[src/rtl/seq_div_pkg.sv]
// Shared types and helpers for the sequential signed divider.
package seq_div_pkg;

    // Controller states
    typedef enum logic [2:0] {
        IDLE,
        PREP,
        CALC,
        FIX,
        DONE
    } state_t;

    // Widest operand the magnitude helper handles
    localparam int MAG_MAXW = 64;

    // Iteration counter width for an NW-bit dividend
    function automatic int cnt_width(input int nw);
        return (nw > 1) ? $clog2(nw) : 1;
    endfunction

    // Magnitude of the w-bit two's-complement value held in v[w-1:0].
    // The result is one bit wider than w so the most-negative value
    // is represented exactly.
    function automatic logic [MAG_MAXW:0] magnitude(input logic [MAG_MAXW-1:0] v,
                                                    input int w);
        logic [MAG_MAXW:0] ext;
        logic              neg;
        neg = v[w-1];
        ext = {1'b0, v};
        for (int i = 0; i <= MAG_MAXW; i++) begin
            if (i >= w) begin
                ext[i] = neg;
            end
        end
        if (neg) begin
            ext = (~ext) + {{MAG_MAXW{1'b0}}, 1'b1};
        end
        return ext;
    endfunction

endpackage

[src/rtl/seq_div_step.sv]
// One radix-2 restoring iteration on magnitudes: shift the next dividend
// bit into the partial remainder, subtract the divisor when it fits.
module seq_div_step #(
    parameter int DW = 18
) (
    input  logic [DW:0]   rem_in,
    input  logic          dvd_bit,
    input  logic [DW-1:0] dsr_mag,
    output logic [DW:0]   rem_out,
    output logic          q_bit
);

    logic [DW:0] shifted;
    logic [DW:0] dsr_ext;

    // The incoming remainder is always below |divisor| <= 2^(DW-1), so its
    // top bit is known zero and drops out of the shift.
    logic unused_rem_msb;
    assign unused_rem_msb = rem_in[DW];

    // Compare/subtract on the shifted partial remainder
    always_comb begin
        shifted = {rem_in[DW-1:0], dvd_bit};
        dsr_ext = {1'b0, dsr_mag};
        q_bit   = (shifted >= dsr_ext);
        rem_out = q_bit ? (shifted - dsr_ext) : shifted;
    end

endmodule

[src/rtl/seq_div_signed.sv]
// Multi-cycle signed divider: magnitudes are divided one quotient bit per
// cycle, signs and special cases are applied in a final fix-up cycle.
module seq_div_signed
    import seq_div_pkg::*;
#(
    parameter int NW = 48,
    parameter int DW = 18
) (
    input  logic          clk,
    input  logic          rst,
    input  logic          in_valid,
    output logic          in_ready,
    input  logic [NW-1:0] dividend,
    input  logic [DW-1:0] divisor,
    output logic          out_valid,
    input  logic          out_ready,
    output logic [NW-1:0] quotient,
    output logic [DW-1:0] remainder,
    output logic          div_zero,
    output logic          ovf
);

    localparam int CW = cnt_width(NW);
    localparam logic [NW-1:0] MOST_NEG = {1'b1, {(NW-1){1'b0}}};

    state_t state_reg, state_next;

    logic [NW-1:0] dividend_reg;
    logic [DW-1:0] divisor_reg;
    // Holds |dividend| at the start of CALC; dividend bits leave at the MSB
    // while quotient bits enter at the LSB, so it ends as |quotient|.
    logic [NW-1:0] shift_reg;
    logic [DW:0]   rem_reg;
    logic [DW-1:0] dsr_mag_reg;
    logic          q_neg_reg;
    logic          r_neg_reg;
    logic          dz_reg;
    logic          ovf_flag_reg;
    logic [CW-1:0] cnt_reg;

    logic [NW-1:0] quotient_reg;
    logic [DW-1:0] remainder_reg;
    logic          div_zero_reg;
    logic          ovf_reg;

    logic [MAG_MAXW:0] dvd_mag_full;
    logic [MAG_MAXW:0] dsr_mag_full;
    logic [DW:0]       step_rem;
    logic              step_q;

    // Operand magnitudes from the captured operands
    always_comb begin
        dvd_mag_full = magnitude(MAG_MAXW'(dividend_reg), NW);
        dsr_mag_full = magnitude(MAG_MAXW'(divisor_reg), DW);
    end

    // |dividend| never exceeds 2^(NW-1), so NW bits hold it; upper bits are zero
    logic unused_mag_bits;
    assign unused_mag_bits = ^{dvd_mag_full[MAG_MAXW:NW], dsr_mag_full[MAG_MAXW:DW]};

    seq_div_step #(
        .DW(DW)
    ) u_step (
        .rem_in (rem_reg),
        .dvd_bit(shift_reg[NW-1]),
        .dsr_mag(dsr_mag_reg),
        .rem_out(step_rem),
        .q_bit  (step_q)
    );

    // State register
    always_ff @(posedge clk or posedge rst) begin
        if (rst) begin
            state_reg <= IDLE;
        end else begin
            state_reg <= state_next;
        end
    end

    // Next-state logic
    always_comb begin
        state_next = state_reg;
        case (state_reg)
            IDLE:    if (in_valid) state_next = PREP;
            PREP:    state_next = CALC;
            CALC:    if (cnt_reg == '0) state_next = FIX;
            FIX:     state_next = DONE;
            DONE:    if (out_ready) state_next = IDLE;
            default: state_next = IDLE;
        endcase
    end

    // Handshake outputs decoded from state
    always_comb begin
        in_ready  = (state_reg == IDLE);
        out_valid = (state_reg == DONE);
    end

    // Datapath and result registers
    always_ff @(posedge clk or posedge rst) begin
        if (rst) begin
            dividend_reg  <= '0;
            divisor_reg   <= '0;
            shift_reg     <= '0;
            rem_reg       <= '0;
            dsr_mag_reg   <= '0;
            q_neg_reg     <= 1'b0;
            r_neg_reg     <= 1'b0;
            dz_reg        <= 1'b0;
            ovf_flag_reg  <= 1'b0;
            cnt_reg       <= '0;
            quotient_reg  <= '0;
            remainder_reg <= '0;
            div_zero_reg  <= 1'b0;
            ovf_reg       <= 1'b0;
        end else begin
            case (state_reg)
                IDLE: begin
                    if (in_valid && in_ready) begin
                        dividend_reg <= dividend;
                        divisor_reg  <= divisor;
                        div_zero_reg <= 1'b0;
                        ovf_reg      <= 1'b0;
                    end
                end
                PREP: begin
                    shift_reg    <= dvd_mag_full[NW-1:0];
                    dsr_mag_reg  <= dsr_mag_full[DW-1:0];
                    q_neg_reg    <= dividend_reg[NW-1] ^ divisor_reg[DW-1];
                    r_neg_reg    <= dividend_reg[NW-1];
                    dz_reg       <= (divisor_reg == '0);
                    ovf_flag_reg <= (dividend_reg == MOST_NEG) && (divisor_reg == '1);
                    rem_reg      <= '0;
                    cnt_reg      <= CW'(NW - 1);
                end
                CALC: begin
                    shift_reg <= {shift_reg[NW-2:0], step_q};
                    rem_reg   <= step_rem;
                    cnt_reg   <= cnt_reg - CW'(1);
                end
                FIX: begin
                    if (dz_reg) begin
                        quotient_reg  <= '1;
                        remainder_reg <= dividend_reg[DW-1:0];
                        div_zero_reg  <= 1'b1;
                    end else if (ovf_flag_reg) begin
                        quotient_reg  <= MOST_NEG;
                        remainder_reg <= '0;
                        ovf_reg       <= 1'b1;
                    end else begin
                        quotient_reg  <= q_neg_reg ? -shift_reg : shift_reg;
                        remainder_reg <= r_neg_reg ? -rem_reg[DW-1:0] : rem_reg[DW-1:0];
                    end
                end
                default: begin
                end
            endcase
        end
    end

    assign quotient  = quotient_reg;
    assign remainder = remainder_reg;
    assign div_zero  = div_zero_reg;
    assign ovf       = ovf_reg;

endmodule

[config.mk]
export PLATFORM = sky130hd
export DESIGN_NAME = seq_div_signed
export DESIGN_NICKNAME = d
export VERILOG_FILES = /design/src/rtl/seq_div_pkg.sv /design/src/rtl/seq_div_step.sv /design/src/rtl/seq_div_signed.sv
export SDC_FILE = /design/constraint.sdc
export NUM_CORES = 1
export LEC_CHECK = 0
export BUFFER_PORTS_ARGS = -buffer_cell sky130_fd_sc_hd__buf_2
export CORE_MARGIN = 5
export CORE_UTILIZATION = 55
export DETAILED_ROUTE_END_ITERATION = 12
export PLACE_DENSITY = 0.82
export SLEW_MARGIN = 30
export SYNTH_ARGS = -nofsm -noshare
export SYNTH_HDL_FRONTEND = slang
export SYNTH_SLANG_ARGS = --single-unit
[constraint.sdc]
create_clock -name clk -period 13.1 [get_ports clk]
set_input_delay 1.31 -clock clk [delete_from_list [all_inputs] [get_ports clk]]
set_output_delay 1.31 -clock clk [all_outputs]
set_load 0.005 [all_outputs]
Yosys cells after proc, flatten, opt, wreduce, memory -nomap -nowiden
Index checks and enable logic that the tools add are counted.
Operators by class
  add/sub/neg operators: 6
  magnitude comparators: 1
  equality and inequality tests: 13
  muxes and demuxes: 22
  bitwise logic cells: 3
  reductions and logical operators: 11
Operator list (number)
  $mux 48: 4
  $pmux 48 s2: 1
  $mux 18: 5
  $add 48x1->48 const B: 1
  $eq 48x48->1 const B: 1
  $neg 48->48: 1
  $not 48->48: 1
  $pmux 18 s2: 1
  $ge 19x18->1: 1
  $add 18x1->18 const B: 1
  $eq 18x18->1 const B: 1
  $logic_not 18->1: 1
  $neg 18->18: 1
  $not 18->18: 1
  $sub 18x18->18: 1
  $pmux 3 s5: 1
  $pmux 6 s2: 1
  $ne 2x2->1 const B: 5
  $mux 3: 3
  $eq 3x2->1 const B: 2
  $logic_not 6->1: 1
  $reduce_and 3->1: 2
  $sub 6x1->6 const B: 1
  $mux 1: 4
  10 further kinds: 14
Storage, ports and cells
  bits in registers: 231
  output and inout bits: 70
  logic and storage cells: 71

Longest topological paths before layout
Gate-level depths: netlist (run 1).
  depth in word-level cells: 4
  mapped depth: 11

Modules after synthesis
A second synthesis (run 1) with hierarchy kept.
Unflattened totals
  cell total of the unflattened synthesis: 1355
  area total of the unflattened synthesis: 13173.9 um^2
By module, submodules not included
  seq_div_signed: instances 1, cells an instance 1186, area each 11907.7 um^2
  seq_div_step: instances 1, cells an instance 169, area each 1266.2 um^2

Worst setup path before layout (run 1)
Ideal clock, no wire load.
  kind: register to register
  start: register shift_reg[2]
  end: register quotient_reg[45] (netlist: quotient[45])
  library setup time: 0.130 ns
  arrival time: 2.809 ns
  path slack: 10.161 ns
  cell stages (with the launch flop): 12
  path buffers: 3
  path through: dfrtp_1 -> or3_1 -> buf_2 -> or4_4 -> buf_6 -> or4_4 -> buf_6 -> nor2_4 -> nand2_2 -> o31ai_4 -> xor2_1 -> o21ai_1
On the way
  longest elaborated chain between the ends: 4
Ends and longest elaborated chain
  start, declared: RTL line seq_div_signed.sv:32  | logic [NW-1:0] shift_reg;
  start signal, assigned: RTL line seq_div_signed.sv:127  | shift_reg <= dvd_mag_full[NW-1:0];
  start signal, assigned: RTL line seq_div_signed.sv:137  | shift_reg <= {shift_reg[NW-2:0], step_q};
  $neg 48->48: RTL line seq_div_signed.sv:151  | quotient_reg <= q_neg_reg ? -shift_reg : shift_reg;
  $mux 48: RTL line seq_div_signed.sv:151
  $mux 48: RTL line seq_div_signed.sv:146  | end else if (ovf_flag_reg) begin
  $mux 48: RTL line seq_div_signed.sv:142  | if (dz_reg) begin
  end signal, assigned: RTL line seq_div_signed.sv:151
  end, declared: RTL line seq_div_signed.sv:41  | logic [NW-1:0] quotient_reg;
Every way passes these cells.
A chain may end at the register's enable or synchronous reset.

Final worst setup path (run 1)
  start: register dividend_reg[4]
  end: register shift_reg[43]
On the way
  longest elaborated chain between the ends: 4
Ends and longest elaborated chain
  start, declared: RTL line seq_div_signed.sv:28  | logic [NW-1:0] dividend_reg;
  start signal, assigned: RTL line seq_div_signed.sv:120  | dividend_reg <= dividend;
  $not 48->48: RTL line seq_div_pkg.sv:36  | ext = (~ext) + {{MAG_MAXW{1'b0}}, 1'b1};
  $add 48x1->48: RTL line seq_div_pkg.sv:36
  $mux 48: RTL line seq_div_pkg.sv:35  | if (neg) begin
  $pmux 48 s2: RTL line seq_div_signed.sv:117  | case (state_reg)
Every way passes these cells.

==> results.sh, run 1 <==
export IMPL_max_clock_freq_mhz=307
export IMPL_syn_cell_area_um2=12800
export IMPL_min_period_ns=3.25
export IMPL_nets=1522
export IMPL_synthDistinctLibCells=74
export IMPL_finalHoldViolCount=0
export IMPL_p_leak_uw=0.00634
export IMPL_synthArstFlopShare=1.00
export IMPL_dieHeight_um=163
export IMPL_ys_ff_latch=231
export IMPL_syn_avg_cell_area_um2=9.61
export IMPL_synthCells=1334
export IMPL_ys_seq_area_frac=0.451
export IMPL_portBuffers=139
export IMPL_outcome="finished clean"
export IMPL_grt_pass1_vias=10300
export IMPL_critPathArrivalTime_ns=3.62
export IMPL_wl_mm=32.8
export IMPL_cts_tree="yes"
export IMPL_postCtsSetupRepairBufs=0
export IMPL_insertion_delay_ns=0.52
export IMPL_hold_start="quotient[10]"
export IMPL_skew_ns=0.0143
export IMPL_final_util=0.635
export IMPL_busiest_layer="met2"
export IMPL_synth_edf_count=0
export IMPL_place_gp_congestion=0.914
export IMPL_power_density_nw_per_um2=276
export IMPL_drt_iter0_drc=1012
export IMPL_antenna_found_initial=0
export IMPL_finalCritPeriodShare=0.248
export IMPL_clockBufferDepth=3
export IMPL_syn2layout_area_growth_pct=12.8
export IMPL_crit_path_end_kind="register"
export IMPL_finalSetupTns_ns=0
export IMPL_routed_via_density=6.05
export IMPL_slew_headroom=0.365
export IMPL_grt_use_met1=0.339
export IMPL_grt_overflow=0
export IMPL_cap_violations=0
export IMPL_ios=140
export IMPL_setup_viol=0
export IMPL_drc=0
export IMPL_syn_nets=1430
export IMPL_cp_startpoint="dividend_reg[4]"
export IMPL_initial_core_util=0.563
export IMPL_synthFlopType="dfrtp_1"
export IMPL_dieArea_um2=26500
export IMPL_synth_warnings=0
export IMPL_rsz0062_at_grt="no"
export IMPL_use_met2=0.413
export IMPL_drive_gt1_frac=0.192
export IMPL_reg2reg_from="dividend_reg[4]"
export IMPL_cts_sinks=231
export IMPL_slew_viol_final=0
export IMPL_avgRoutedWirePerCell_um=18.7
export IMPL_dp_hpwl_mm=22.9
export IMPL_core_area_um2=22800
export IMPL_irDropWorstVdd_mv=0.210
export IMPL_crit_type="reg -> reg"
export IMPL_ant_nets=0
export IMPL_hp_class="reg -> reg"
export IMPL_cts_repair_resized=0
export IMPL_grt_max_degree=152
export IMPL_tightest_slew_ns=0.953
export IMPL_std_cell_rows=55
export IMPL_grt_use_total=0.246
export IMPL_crit_path_start_kind="register"
export IMPL_clkTransAtPathRegs_ns=0.06
export IMPL_use_met3=0.0349
export IMPL_cts_max_level=1
export IMPL_grt_pass1_wl_mm=54.0
export IMPL_vias=10600
export IMPL_firstDrtPassIters=7
export IMPL_cts_root_buf="clkbuf_16"
export IMPL_antenna_diode_count=0
export IMPL_crit_fanout=6
export IMPL_die_w_um=163
export IMPL_ctsHoldBuffers=0
export IMPL_cts_buffers=25
export IMPL_required_ns=13.47
routing by layer:
layer | part of all wire | vias up | wire length [µm]
met5 | 0 | - | 0
li1 | - | 4987 | -
met3 | 0.081 | 64 | 2670
met2 | 0.48 | 466 | 15700
met4 | 0.024 | 0 | 792
met1 | 0.42 | 5101 | 13600
worst max-delay path, stage by stage (launching register included):
cell and delay [ns]:
dfrtp_1 0.44, nor4_1 0.56, nand4b_1 0.38, nor4_4 0.48, nand3_2 0.25, nor4_4 0.27
or4b_1 0.48, mux2i_1 0.17, o21ai_1 0.07
kinds of logic (layout without fill, tap and decap cells):
group / count (synthesis) / count (layout) / share of synthesized area
AO/OA/AOI/OAI: 415 / 415 / 0.198
XOR/XNOR: 124 / 124 / 0.0847
adder cells (fa/ha/maj): 26 / 26 / 0.0260
buffers and inverters: 124 / 231 / 0.0377
flip-flops: 231 / 231 / 0.451
multiplexers: 81 / 81 / 0.0692
AND/OR/NAND/NOR: 333 / 333 / 0.133
cell usage after synthesis, types with 20 or more instances:
library cell,number,area (µm²)
a22oi_1,41,308
ha_1,25,313
nand2_1,129,484
mux2i_1,20,200
xor2_1,92,806
mux2_2,61,687
a21oi_1,84,420
nor2_1,56,210
dfrtp_1,231,5780
o21ai_0,165,826
inv_1,38,143
o31ai_1,27,203
xnor2_1,32,280
clkbuf_1,73,274
layout by cell type, fill, tap and decap left out, types with 8 or more instances in the layout:
master,count
dfrtp_1,231
o21ai_0,165
buf_2,139
nand2_1,128
xor2_1,92
a21oi_1,84
mux2_2,61
nor2_1,53
a22oi_1,41
inv_1,37
xnor2_1,32
o31ai_1,27
ha_1,25
clkbuf_16,25
mux2i_1,20
nor3_1,17
or4_1,16
nor2b_1,14
o21ai_1,14
a22o_1,14
nand3_1,13
o41ai_1,13
nand2b_1,12
or3_1,12
nor4_1,10
nand4_1,10
buf_4,10
o22ai_1,8
layout make-up:
cell class,instances,area [µm²]
timing repair buffer,150,782
clock inverter,5,50.0
tap,313,392
multi-input combinational,979,6580
fill,1837,8320
clock buffer,37,721
sequential,231,5780
inverter,39,159
path summary, 6_finish.rpt:
kind / to / slack [ns] / cells after the start
worst max-delay path: shift_reg[43] / 9.85 / 8
worst min-delay path: quotient[10] / 0.47 / 2
worst max register to register: shift_reg[43] / 9.85 / 8
worst min register to register: quotient[10] / 0.47 / 2
max in group asynchronous: quotient[26] / 10.91 / 3
min in group asynchronous: divisor_reg[15] / 0.95 / 2
metrics by stage:
stage | cells | total power, µW | hold WS [ns] | cell area [µm²] | setup slack, ns
finish | 1754 | 3990 | 0.473 | 14500 | 9.85
global route | 1754 | 4300 | 0.496 | 14500 | 9.70
CTS | 1754 | 3990 | 0.478 | 14500 | 9.87
detailed placement | 1712 | 3300 | 0.465 | 13700 | 9.91
global placement | 1712 | 3210 | 0.457 | 13700 | 9.84
floorplan | 1334 | 2770 | 0.450 | 12800 | 5.46
power by group:
part	switching (µW)	internal, µW
clock	276	396
combinational	1000	842
sequential	432	1040
total	1710	2280
Note: power is estimated with default switching activity, not from simulation.
==> run 2, diff against run 1 <==
CORE_UTILIZATION = 54   (was 55)
PLACE_DENSITY = 0.84   (was 0.82)
clock period = 2.7 ns   (was 13.1 ns; I/O delays follow)
==> run 2 against run 1 <==
The flow now finishes with violations (negative setup slack); critical path type unchanged; sequential power grew to 4.7 times the previous value; register-to-register slack worse by 10 ns; die area is 1.7% higher; first-iteration DRC count is 25% higher; via count is 11% higher; setup slack worse by 10 ns; sequential share of layout area is 4.6 points lower; utilization is 6.4 points higher; largest cell class unchanged; routed wire length is 15% higher; highest routed layer unchanged.
==> results.sh, run 2 (synthesized netlist as in run 1, its figures left out) <==
export IMPL_place_gp_congestion=0.900
export IMPL_route_met3_wl_mm=2.81
export IMPL_crit_fanout=5
export IMPL_skew_ns=0.0120
export IMPL_setup_slack_ns=-0.267
export IMPL_dieHeight_um=164
export IMPL_cts_sinks=231
export IMPL_ios=140
export IMPL_top_layer_used="met4"
export IMPL_final_common_cell="dfrtp_1"
export IMPL_dieArea_um2=26900
export IMPL_core_area_um2=23400
export IMPL_power_density_nw_per_um2=1340
export IMPL_hold_start="dividend[16]"
export IMPL_cp_startpoint="shift_reg[9]"
export IMPL_grt_overflow=0
export IMPL_rsz0062_at_grt="yes"
export IMPL_firstDrtPassIters=7
export IMPL_required_ns=3.15
export IMPL_dr_wl_met2_mm=18.2
export IMPL_avgRoutedWirePerCell_um=19.7
export IMPL_syn2layout_area_growth_pct=27.6
export IMPL_cpMostUsedCell="or4_4"
export IMPL_reg2reg_depth=8
export IMPL_tightest_slew_ns=0.769
export IMPL_dp_slack_ns=-0.218
export IMPL_grt_pass1_wl_mm=58.7
export IMPL_path_cells="or4_4 > or4_4 > or4_4 > buf_4 > o21ai_4 > xnor2_2 > a21oi_1 > o21ai_1"
export IMPL_slowest_stage="or4_4"
export IMPL_hold_depth=2
export IMPL_placed_cells=1798
export IMPL_register_area_um2=5780
export IMPL_max_clock_freq_mhz=337
export IMPL_wl_met1_mm=14.5
export IMPL_clkTransAtPathRegs_ns=0.06
export IMPL_p_leak_uw=0.00726
export IMPL_layout_common_cells="dfrtp_1 (231), o21ai_0 (152), buf_2 (139), nand2_1 (126), xor2_1 (92)"
export IMPL_p_total_uw=21900
export IMPL_crit_buf_inv=1
export IMPL_cts_buffers=26
export IMPL_reg2reg_slack_ns=-0.27
export IMPL_drt_iter0_drc=1268
export IMPL_crit_path_start_kind="register"
export IMPL_r2r_end="quotient[33]"
export IMPL_cts_tree="yes"
export IMPL_multi_input_area_um2=6930
export IMPL_critPathArrivalTime_ns=3.42
export IMPL_hp_class="in -> reg"
export IMPL_n_fill_cell=1627
export IMPL_irDropWorstVdd_mv=0.871
export IMPL_clockBufferDepth=3
export IMPL_dp_hpwl_mm=24.5
export IMPL_critical_path_top_delay_family="simple AND/OR/NAND/NOR gates"
export IMPL_antenna_diode_count=0
export IMPL_min_period_ns=2.97
export IMPL_die_w_um=164
export IMPL_slew_headroom=0.487
export IMPL_final_util=0.699
export IMPL_drc=0
export IMPL_ant_nets=0
export IMPL_cts_root_buf="clkbuf_16"
export IMPL_insertion_delay_ns=0.53
export IMPL_wl_mm=37.8
export IMPL_violations="negative setup slack"
export IMPL_outcome="finished, violations left"
export IMPL_setup_viol=19
export IMPL_drive_gt1_frac=0.262
export IMPL_finalCritPeriodShare=1.10
export IMPL_crit_path_end_kind="register"
export IMPL_cp_depth=8
export IMPL_finalHoldViolCount=0
export IMPL_grt_pass1_vias=11700
export IMPL_finalSetupTns_ns=-2.37
export IMPL_initial_core_util=0.548
export IMPL_cts_max_level=1
export IMPL_slowest_delay_ns=0.59
export IMPL_slew_viol_final=0
export IMPL_grt_use_total=0.268
export IMPL_cap_violations=0
export IMPL_crit_type="reg -> reg"
export IMPL_min_to="dividend_reg[16]"
export IMPL_std_cell_rows=56
export IMPL_grt_max_degree=137
export IMPL_reg2reg_from="shift_reg[9]"
export IMPL_vias=11800
export IMPL_nets=1672
export IMPL_final_cells=1913
export IMPL_antenna_found_initial=0
export IMPL_routed_via_density=6.16
export IMPL_portBuffers=139
[run 2: cell count changes in the layout (fill, tap and decap cells not counted), moves of 4 or more]
cell,before,now
bufinv_16,1,6
o41ai_1,13,8
buf_6,1,6
o31ai_4,1,6
clkbuf_1,7,3
o31ai_1,27,20
o41ai_4,0,4
o21ai_1,14,23
buf_12,0,5
buf_4,10,91
o21ai_0,165,152
dlygate4sd3_1,0,57
[run 2: through the flow]
stage               instance area [µm²]  hold slack, ns
floorplan                         12900           0.387
global placement                  14400           0.445
detailed placement                14400           0.447
CTS                               16100        0.000299
global route                      16400          0.0116
finish                            16400          0.0137
[run 2: worst reg2reg max path, stage by stage (launching register included)]
cell and delay, ns:
dfrtp_1 0.40, or4_4 0.55, or4_4 0.60, or4_4 0.52, buf_4 0.18, o21ai_4 0.18, xnor2_2 0.18, a21oi_1 0.11
o21ai_1 0.16
[run 2: per-layer routing]
| layer | GRT usage | vias up |
|---|---|---|
| li1 | - | 5298 |
| met1 | 0.339 | 5687 |
| met2 | 0.450 | 621 |
| met3 | 0.0396 | 178 |
| met4 | 0.132 | 0 |
| met5 | 0 | - |
[run 2: worst max path at each step]
stage	slack (ns)	to
2_1_floorplan	-0.59	cnt_reg[0]
3_3_place_gp	-0.16	quotient[42]
3_5_place_dp	-0.22	quotient[42]
4_1_cts	-0.20	shift_reg[43]
5_1_grt	-0.33	shift_reg[43]
6_report	-0.27	quotient[33]
[run 2: area by class of cell]
class                   count  share of cell area
multi-input cells         979               0.423
flip-flops and latches    231               0.353
repair buffers            299               0.131
clock buffers              34              0.0454
well taps                 319              0.0244
clock inverters            12              0.0132
inverters                  39             0.00918
[run 2: power by group]
part / internal [µW] / total (µW) / switching (µW) / leakage [µW]
clock: 2500 / 3930 / 1430 / 0.000470
combinational: 5130 / 11000 / 5840 / 0.00394
sequential: 5050 / 6970 / 1920 / 0.00286
total: 12700 / 21900 / 9200 / 0.00726
[run 2: timing repair]
| item | 4_1_cts | 5_1_grt |
|---|---|---|
| setup buffers | 5 | 8 |
| hold buffers | 57 | 0 |
| pin swaps | 12 | 27 |
| cloned | 0 | 0 |
| resized for setup | 25 | 47 |
| endpoints found under the hold margin | 151 | 0 |
| endpoints found under the setup margin | 26 | 59 |
